File: src/rtl/roster_req_arbiter.sv
// roster_req_arbiter
//   Shares one two-team player roster between N requester terminals.
//   Requests are served round-robin, one roster command at a time. A login to
//   a full team is rejected locally and never reaches the roster.
//
// Ports
//   CLK, RST              clock, synchronous active-high reset
//   req[N]                request per requester, held until its done pulse
//   req_mode[2N]          command per requester (00 logout, 01 login, 10 find, 11 list)
//   req_uid[4N]           userID per requester
//   req_team[N]           team per requester (0 LP, 1 CF)
//   gnt[N]                one-hot, high while that requester's command is on the roster bus
//   done[N]               one-cycle completion pulse, rsp_* valid in that cycle
//   rsp_wng/find/list/lmode  roster response captured for the finished command
//   rsp_rej               login rejected locally (team full)
//   ros_mode/uid/team     command bus to the roster (idle = find/0000/team 0)
//   ros_wng/find/list/lmode, ros_numLP/numCF  roster outputs
module roster_req_arbiter #(
  parameter int unsigned N   = 4,
  parameter int unsigned CAP = 5
) (
  input  logic           CLK,
  input  logic           RST,
  input  logic [N-1:0]   req,
  input  logic [2*N-1:0] req_mode,
  input  logic [4*N-1:0] req_uid,
  input  logic [N-1:0]   req_team,
  output logic [N-1:0]   gnt,
  output logic [N-1:0]   done,
  output logic           rsp_wng,
  output logic           rsp_find,
  output logic [3:0]     rsp_list,
  output logic           rsp_lmode,
  output logic           rsp_rej,
  output logic [1:0]     ros_mode,
  output logic [3:0]     ros_uid,
  output logic           ros_team,
  input  logic           ros_wng,
  input  logic           ros_find,
  input  logic           ros_lmode,
  input  logic [3:0]     ros_list,
  input  logic [7:0]     ros_numLP,
  input  logic [7:0]     ros_numCF
);

  localparam int unsigned PW = (N > 1) ? $clog2(N) : 1;

  localparam logic [1:0] MODE_LOGIN = 2'b01;
  localparam logic [1:0] MODE_FIND  = 2'b10;

  typedef enum logic [1:0] {
    S_IDLE,
    S_ISSUE,
    S_CAPT
  } state_t;

  state_t          state_q, state_d;
  logic [PW-1:0]   ptr_q, ptr_d;
  logic [PW-1:0]   win_q, win_d;
  logic [N-1:0]    gnt_q, gnt_d;
  logic [N-1:0]    done_q, done_d;
  logic            rsp_wng_q, rsp_wng_d;
  logic            rsp_find_q, rsp_find_d;
  logic [3:0]      rsp_list_q, rsp_list_d;
  logic            rsp_lmode_q, rsp_lmode_d;
  logic            rsp_rej_q, rsp_rej_d;
  logic [1:0]      ros_mode_q, ros_mode_d;
  logic [3:0]      ros_uid_q, ros_uid_d;
  logic            ros_team_q, ros_team_d;

  // Round-robin search over req & ~done starting at ptr_q.
  logic [N-1:0]    elig;
  logic            found;
  logic [PW-1:0]   sel;
  logic [1:0]      sel_mode;
  logic [3:0]      sel_uid;
  logic            sel_team;
  logic [7:0]      sel_cnt;
  logic            sel_full;

  assign elig = req & ~done_q;

  always_comb begin
    found    = 1'b0;
    sel      = '0;
    sel_mode = MODE_FIND;
    sel_uid  = '0;
    sel_team = 1'b0;
    for (int unsigned k = 0; k < N; k++) begin
      int unsigned idx;
      idx = (32'(ptr_q) + k) % N;
      if (!found && elig[idx]) begin
        found    = 1'b1;
        sel      = PW'(idx);
        sel_mode = req_mode[2*idx +: 2];
        sel_uid  = req_uid[4*idx +: 4];
        sel_team = req_team[idx];
      end
    end
  end

  assign sel_cnt  = sel_team ? ros_numCF : ros_numLP;
  assign sel_full = (sel_mode == MODE_LOGIN) && (sel_cnt >= 8'(CAP));

  function automatic logic [PW-1:0] next_ptr(input logic [PW-1:0] w);
    return (32'(w) == N - 1) ? '0 : w + 1'b1;
  endfunction

  always_comb begin
    state_d     = state_q;
    ptr_d       = ptr_q;
    win_d       = win_q;
    gnt_d       = '0;
    done_d      = '0;
    rsp_wng_d   = rsp_wng_q;
    rsp_find_d  = rsp_find_q;
    rsp_list_d  = rsp_list_q;
    rsp_lmode_d = rsp_lmode_q;
    rsp_rej_d   = rsp_rej_q;
    ros_mode_d  = MODE_FIND;
    ros_uid_d   = '0;
    ros_team_d  = 1'b0;

    unique case (state_q)
      S_IDLE: begin
        if (found) begin
          if (sel_full) begin
            done_d[sel] = 1'b1;
            rsp_rej_d   = 1'b1;
            rsp_wng_d   = 1'b0;
            rsp_find_d  = 1'b0;
            rsp_list_d  = '0;
            rsp_lmode_d = 1'b0;
            ptr_d       = next_ptr(sel);
          end else begin
            gnt_d[sel] = 1'b1;
            ros_mode_d = sel_mode;
            ros_uid_d  = sel_uid;
            ros_team_d = sel_team;
            win_d      = sel;
            state_d    = S_ISSUE;
          end
        end
      end
      S_ISSUE: begin
        state_d = S_CAPT;
      end
      S_CAPT: begin
        rsp_wng_d     = ros_wng;
        rsp_find_d    = ros_find;
        rsp_list_d    = ros_list;
        rsp_lmode_d   = ros_lmode;
        rsp_rej_d     = 1'b0;
        done_d[win_q] = 1'b1;
        ptr_d         = next_ptr(win_q);
        state_d       = S_IDLE;
      end
      default: state_d = S_IDLE;
    endcase
  end

  always_ff @(posedge CLK) begin
    if (RST) begin
      state_q     <= S_IDLE;
      ptr_q       <= '0;
      win_q       <= '0;
      gnt_q       <= '0;
      done_q      <= '0;
      rsp_wng_q   <= 1'b0;
      rsp_find_q  <= 1'b0;
      rsp_list_q  <= '0;
      rsp_lmode_q <= 1'b0;
      rsp_rej_q   <= 1'b0;
      ros_mode_q  <= MODE_FIND;
      ros_uid_q   <= '0;
      ros_team_q  <= 1'b0;
    end else begin
      state_q     <= state_d;
      ptr_q       <= ptr_d;
      win_q       <= win_d;
      gnt_q       <= gnt_d;
      done_q      <= done_d;
      rsp_wng_q   <= rsp_wng_d;
      rsp_find_q  <= rsp_find_d;
      rsp_list_q  <= rsp_list_d;
      rsp_lmode_q <= rsp_lmode_d;
      rsp_rej_q   <= rsp_rej_d;
      ros_mode_q  <= ros_mode_d;
      ros_uid_q   <= ros_uid_d;
      ros_team_q  <= ros_team_d;
    end
  end

  assign gnt       = gnt_q;
  assign done      = done_q;
  assign rsp_wng   = rsp_wng_q;
  assign rsp_find  = rsp_find_q;
  assign rsp_list  = rsp_list_q;
  assign rsp_lmode = rsp_lmode_q;
  assign rsp_rej   = rsp_rej_q;
  assign ros_mode  = ros_mode_q;
  assign ros_uid   = ros_uid_q;
  assign ros_team  = ros_team_q;

endmodule
File: config.mk
export PLATFORM = sky130hd
export DESIGN_NAME = roster_req_arbiter
export DESIGN_NICKNAME = d
export VERILOG_FILES = /design/src/rtl/roster_req_arbiter.sv
export SDC_FILE = /design/constraint.sdc
export NUM_CORES = 1
export LEC_CHECK = 0
export CAP_MARGIN = 20
export CORE_MARGIN = 1.5
export CORE_UTILIZATION = 25
export DETAILED_ROUTE_END_ITERATION = 6
export PLACE_DENSITY = 0.45
export SYNTH_ARGS = -nofsm -noshare
export SYNTH_HDL_FRONTEND = slang
export SYNTH_SLANG_ARGS = --single-unit
File: constraint.sdc
create_clock -name CLK -period 5.25 [get_ports CLK]
set_input_delay 1.05 -clock CLK [delete_from_list [all_inputs] [get_ports CLK]]
set_output_delay 1.05 -clock CLK [all_outputs]
set_load 0.01 [all_outputs]
==> flow_summary.ini, run 1 <==
[sta]
min_period_ns = 4.03
slew_headroom_pct = 41.0
hold_ws_ns = 0.463
tightestPinTransition_ns = 0.883
maxSlewViolCount = 0
rsz0062_at_grt = false
hold_viol_final = 0
finalSetupTns_ns = 0
fmax_mhz = 248
min_period_over_period_pct = 76.7
setup_viol = 0
skew_ns = 0.00865

[worst_setup_path]
path_class = input port to register
timing.critical_path.cells = clkdlybuf4s50_1 > nor2b_1 > o31ai_1 > a32o_1 > o41ai_4 > mux2i_4 > nand3_1 > nand2b_2 > inv_2 > and2_1
worstPathRequired_ns = 5.42
cp.arrival_ns = 4.19
critPathLaunchType = input port
critPathMaxStageDelay_ns = 0.66
cp_max_fo = 9
cpMaxStageDelayCell = nor2b_1
cp-end-kind = register

[drt]
dr.pass1.iters = 7
drtAntennaViolNets = 0
num_vias = 2286
routed_wl_um = 6740
drc = 4
detail_route.wl_per_cell_um = 15.7
viasPerCell = 5.32
drt_iter0_markers = 131

[clock_tree]
clock_path_buffers = 2
clockRootBuffer = clkbuf_8
hold_buffers = 0
numCtsBuffers = 5
clkSinkCount = 29
cts_resized = 0
clock_latency_ns = 0.28
cts_tree = yes
clk_pin_slew_ns = 0.07
h-tree-depth = 2
cts_setup_buffers = 0

[synth]
synth_seq_area_share_pct = 25.4
synthDistinctLibCells = 63
syn_inst = 250
yosysWarnings = 0
synth_top_cells_by_area = dfxtp_1 25%, mux2i_1 4.8%, a222oi_1 4.4%
synth_area_mm2 = 0.00229
synth_seq_cells = 29
synth_nets = 315
synth_ff_type = dfxtp_1
yosys.area.top_type = dfxtp_1
synth_top_area_share_pct = 25.4
async_flop_share_pct = 0
synth_edf_count = 0
syn_avg_cell_area_um2 = 9.15

[final_layout]
fill_cells = 898
final-seq-area_um2 = 581
post-route-util_pct = 37.0
drive_gt1_share_pct = 10.9
final_common_cell = clkdlybuf4s50_1
multi_input_area_mm2 = 0.00158
syn_to_final_growth_pct = 42.3
final_nets = 387
mostFrequentLayoutCells = 79 x clkdlybuf4s50_1, 29 x dfxtp_1, 20 x nand2_1
diodes = 0

[pwr]
total_power_w = 0.00162
vdd_drop_max_v = 0.000156
p_leak_nw = 1.12
power_density_mw_per_mm2 = 499

[outcome]
status = finished with violations
violations = DRC

[floorplanning]
die_w_um = 98.7
ioPinCount = 80
num_rows = 34
die-area_mm2 = 0.00973
initial_core_util_pct = 26.0
die_h_um = 98.7
core_area_mm2 = 0.00881

[flow_run]
drv_cap = 0

[min_path]
hp-class = register to register

[grt]
grt_pass1_wl_um = 11300
grt_pass1_vias = 2240
grt_max_degree = 43
track_usage_pct = 14.3
grt-ovfl-total = 0
antenna_found_initial = 0

[placed_design]
hpwl_um = 5010
port-buffer-count = 79
place_congestion = 0.791
==> critical path: cells and delay by family <==
| kind | cells | cell delay, ns |
|---|---|---|
| AND/OR/NAND/NOR | 4 | 1.18 |
| AO/OA/AOI/OAI | 3 | 0.98 |
| multiplexers | 1 | 0.38 |
| buffers and inverters | 2 | 0.58 |
==> power breakdown <==
group / internal [W] / switching (W)
sequential: 0.000289 / 0.0000605
clock: 0.000138 / 0.0000885
combinational: 0.000502 / 0.000546
total: 0.000929 / 0.000695
==> through the flow <==
step                instances  setup slack (ns)  area (µm²)
floorplan                 250              1.91        2290
global placement          423              1.00        3150
detailed placement        423             0.947        3150
CTS                       430              1.21        3260
global route              430              1.02        3260
finish                    430              1.22        3260
==> final timing paths <==
kind,startpoint,end,slack [ns],cells past startpoint
max,req[0],gnt[0],1.22,10
min,rsp_rej,rsp_rej,0.46,2
max reg2reg,ptr_q[1],gnt[0],1.82,11
min reg2reg,rsp_rej,rsp_rej,0.46,2
==> sequential cells by signal, summed over array words and instances (netlist names) <==
name / flops
ptr_q: 2
ros_mode: 2
gnt: 4
rsp_rej: 1
state_q: 2
ros_team: 1
ros_uid: 4
rsp_list: 4
win_q: 2
rsp_wng: 1
rsp_lmode: 1
rsp_find: 1
done: 4
==> layout make-up <==
class	count	area share, %
clock buffer	5	2.11
clock inverter	2	1.08
inverter	8	0.922
multi-input combinational	194	48.5
sequential	29	17.8
tap	108	4.15
timing repair buffer	84	25.4
==> logic make-up (layout without fill, tap and decap cells) <==
| group | after synthesis | in the layout | share of synthesized area (%) |
|---|---|---|---|
| AOI/OAI and AO/OA | 85 | 85 | 32.6 |
| and+or+nand+nor | 83 | 83 | 21.0 |
| DFF | 29 | 29 | 25.4 |
| buffers and inverters | 27 | 99 | 5.96 |
| muxes | 18 | 18 | 10.7 |
| adders and majority gates | 8 | 8 | 4.38 |
==> routing by layer <==
layer	GRT usage (%)	routed length, µm	vias up
li1	-	-	1131
met1	18.6	3040	1081
met2	24.6	3300	70
met3	2.77	352	4
met4	3.08	40	0
met5	0	0	-
==> synth_stat cells, types with 5 or more instances <==
cell	n
nor2b_1	6
mux2i_1	11
nor2_1	12
inv_1	7
a22o_1	11
o21ai_0	9
a21oi_1	10
a222oi_1	10
clkbuf_1	9
a22oi_1	6
and2_1	6
a221o_1	5
a221oi_1	5
nand2_1	20
ha_1	8
nand3_1	8
dfxtp_1	29
(Power assumes the default switching activity.)
==> run 2: changes to the inputs <==
--- a/config.mk
+++ b/config.mk
@@ -9,7 +9,7 @@
 export CORE_MARGIN = 1.5
 export CORE_UTILIZATION = 25
 export DETAILED_ROUTE_END_ITERATION = 6
-export PLACE_DENSITY = 0.45
+export PLACE_DENSITY = 0.47
 export SYNTH_ARGS = -nofsm -noshare
 export SYNTH_HDL_FRONTEND = slang
 export SYNTH_SLANG_ARGS = --single-unit
==> constraint.sdc (replaced) <==
create_clock -name CLK -period 3.65 [get_ports CLK]
set_input_delay 0.73 -clock CLK [delete_from_list [all_inputs] [get_ports CLK]]
set_output_delay 0.73 -clock CLK [all_outputs]
set_load 0.01 [all_outputs]
==> run 2 against run 1 <==
Effect of this change:
- the run still ends with DRC left
- clock power rose by 9.3%
- cell count rose by 4.0%
- setup slack got worse by 0.87 ns
- hold slack improved by 0.0021 ns
- non-clock buffer count rose by 18
- sequential cell count did not move
- register-to-register slack got worse by 1.3 ns
- critical path depth fell by 1
- clock skew rose by 0.00096 ns
- largest power group unchanged
==> flow_summary.ini, run 2 (same netlist as run 1, synthesis figures left out) <==
[floorplanning]
die-area_mm2 = 0.00973
core_area_mm2 = 0.00881
num_rows = 34
initial_core_util_pct = 26.0
die_w_um = 98.7
ioPinCount = 80
die_h_um = 98.7

[flow_run]
drv_cap = 0

[placed_design]
place_congestion = 0.822
pre_cts_ws_ns = 0.0332
port-buffer-count = 79
hpwl_um = 5490

[min_path]
hold_depth = 2
hold_path_end = rsp_rej
hp-class = register to register
hp-start = rsp_rej

[final_layout]
syn_to_final_growth_pct = 46.9
diodes = 0
final_common_cell = clkdlybuf4s50_1
mostFrequentLayoutCells = 79 x clkdlybuf4s50_1, 29 x dfxtp_1, 23 x buf_4
drive_gt1_share_pct = 15.3
final_nets = 405
fill_cells = 897
post-route-util_pct = 38.2

[grt]
grt_pass1_wl_um = 11200
track_usage_pct = 14.4
grt_pass1_vias = 2306
antenna_found_initial = 0
grt-ovfl-total = 0
grt_max_degree = 17

[outcome]
violations = DRC
status = finished with violations

[sta]
min_period_over_period_pct = 90.4
hold_viol_final = 0
maxSlewViolCount = 0
rsz0062_at_grt = false
fmax_mhz = 303
skew_ns = 0.00961
setup_viol = 0
tightestPinTransition_ns = 0.762
setup_slack_ns = 0.350
finalSetupTns_ns = 0
slew_headroom_pct = 49.0
min_period_ns = 3.30

[pwr]
vdd_drop_max_v = 0.000207
p_leak_nw = 1.19
power_density_mw_per_mm2 = 704

[clock_tree]
cts_resized = 0
clock_latency_ns = 0.28
numCtsBuffers = 5
cts_tree = yes
clkSinkCount = 29
cts_setup_buffers = 0
clockRootBuffer = clkbuf_8
hold_buffers = 0
h-tree-depth = 2
clk_pin_slew_ns = 0.07
clock_path_buffers = 2

[worst_setup_path]
timing.reg2reg.worst_path_depth = 10
cp-end-kind = register
critPathLaunchType = input port
r2r-end = ros_uid[3]
path_class = input port to register
rr_startpoint = ptr_q[0]
r2r_slack_ns = 0.50
worstPathRequired_ns = 3.87
cp_max_fo = 6
cp.arrival_ns = 3.52

[drt]
dr.pass1.iters = 7
viasPerCell = 5.30
drc = 6
routed_wl_um = 7020
detail_route.wl_per_cell_um = 15.7
num_vias = 2369
drt_iter0_markers = 170
drtAntennaViolNets = 0
## run 2: changes by cell type in the layout (fill, tap and decap cells not counted)
cell / change
buf_4: +18
bufinv_16: -1
## run 2: per-stage QoR
step                      instance area, µm²  std cells  power [W]  hold slack (ns)
after CTS                               3360        447    0.00240            0.474
final                                   3360        447    0.00237            0.465
after global routing                    3360        447    0.00256            0.498
after global placement                  3290        441    0.00214            0.458
after floorplan                         2290        250    0.00157            0.470
after detailed placement                3290        441    0.00214            0.458
## run 2: per-layer routing
layer	part of all wire [%]	track usage, %
met5	0	0
met3	6.8	3.19
met1	44	18.3
met2	47	24.5
met4	1.4	3.96
## run 2: how the worst max path moves through the flow
| stage | from | cells past startpoint | endpoint |
|---|---|---|---|
| floorplan | req[2] | 10 | ptr_q[1] |
| global placement | req[0] | 10 | win_q[1] |
| detailed placement | req[2] | 9 | ptr_q[1] |
| CTS | req[2] | 9 | ptr_q[1] |
| global route | req[2] | 10 | ptr_q[1] |
| finish | req[2] | 9 | ptr_q[1] |
## run 2: worst max-delay path, stage by stage
cell	delay, ns
clkdlybuf4s50_1	0.49
nor2b_1	0.39
o31ai_1	0.16
a32o_1	0.32
o41ai_4	0.45
mux2i_4	0.37
nand4_4	0.14
a221o_1	0.38
a21oi_2	0.10
## run 2: area by class of cell
| class | count | area [µm²] | share of cell area [%] |
|---|---|---|---|
| Clock buffer | 5 | 68.8 | 2.05 |
| Clock inverter | 1 | 5.00 | 0.149 |
| Sequential cell | 29 | 581 | 17.3 |
| Tap cell | 108 | 135 | 4.02 |
| Multi-Input combinational cell | 194 | 1580 | 46.9 |
| Timing Repair Buffer | 102 | 963 | 28.7 |
| Inverter | 8 | 30.0 | 0.894 |
## run 2: power breakdown
part | leakage [nW] | internal, W | switching (W)
Combinational | 0.914 | 0.000803 | 0.000800
Clock | 0.0399 | 0.000125 | 0.000122
Sequential | 0.236 | 0.000416 | 0.000100
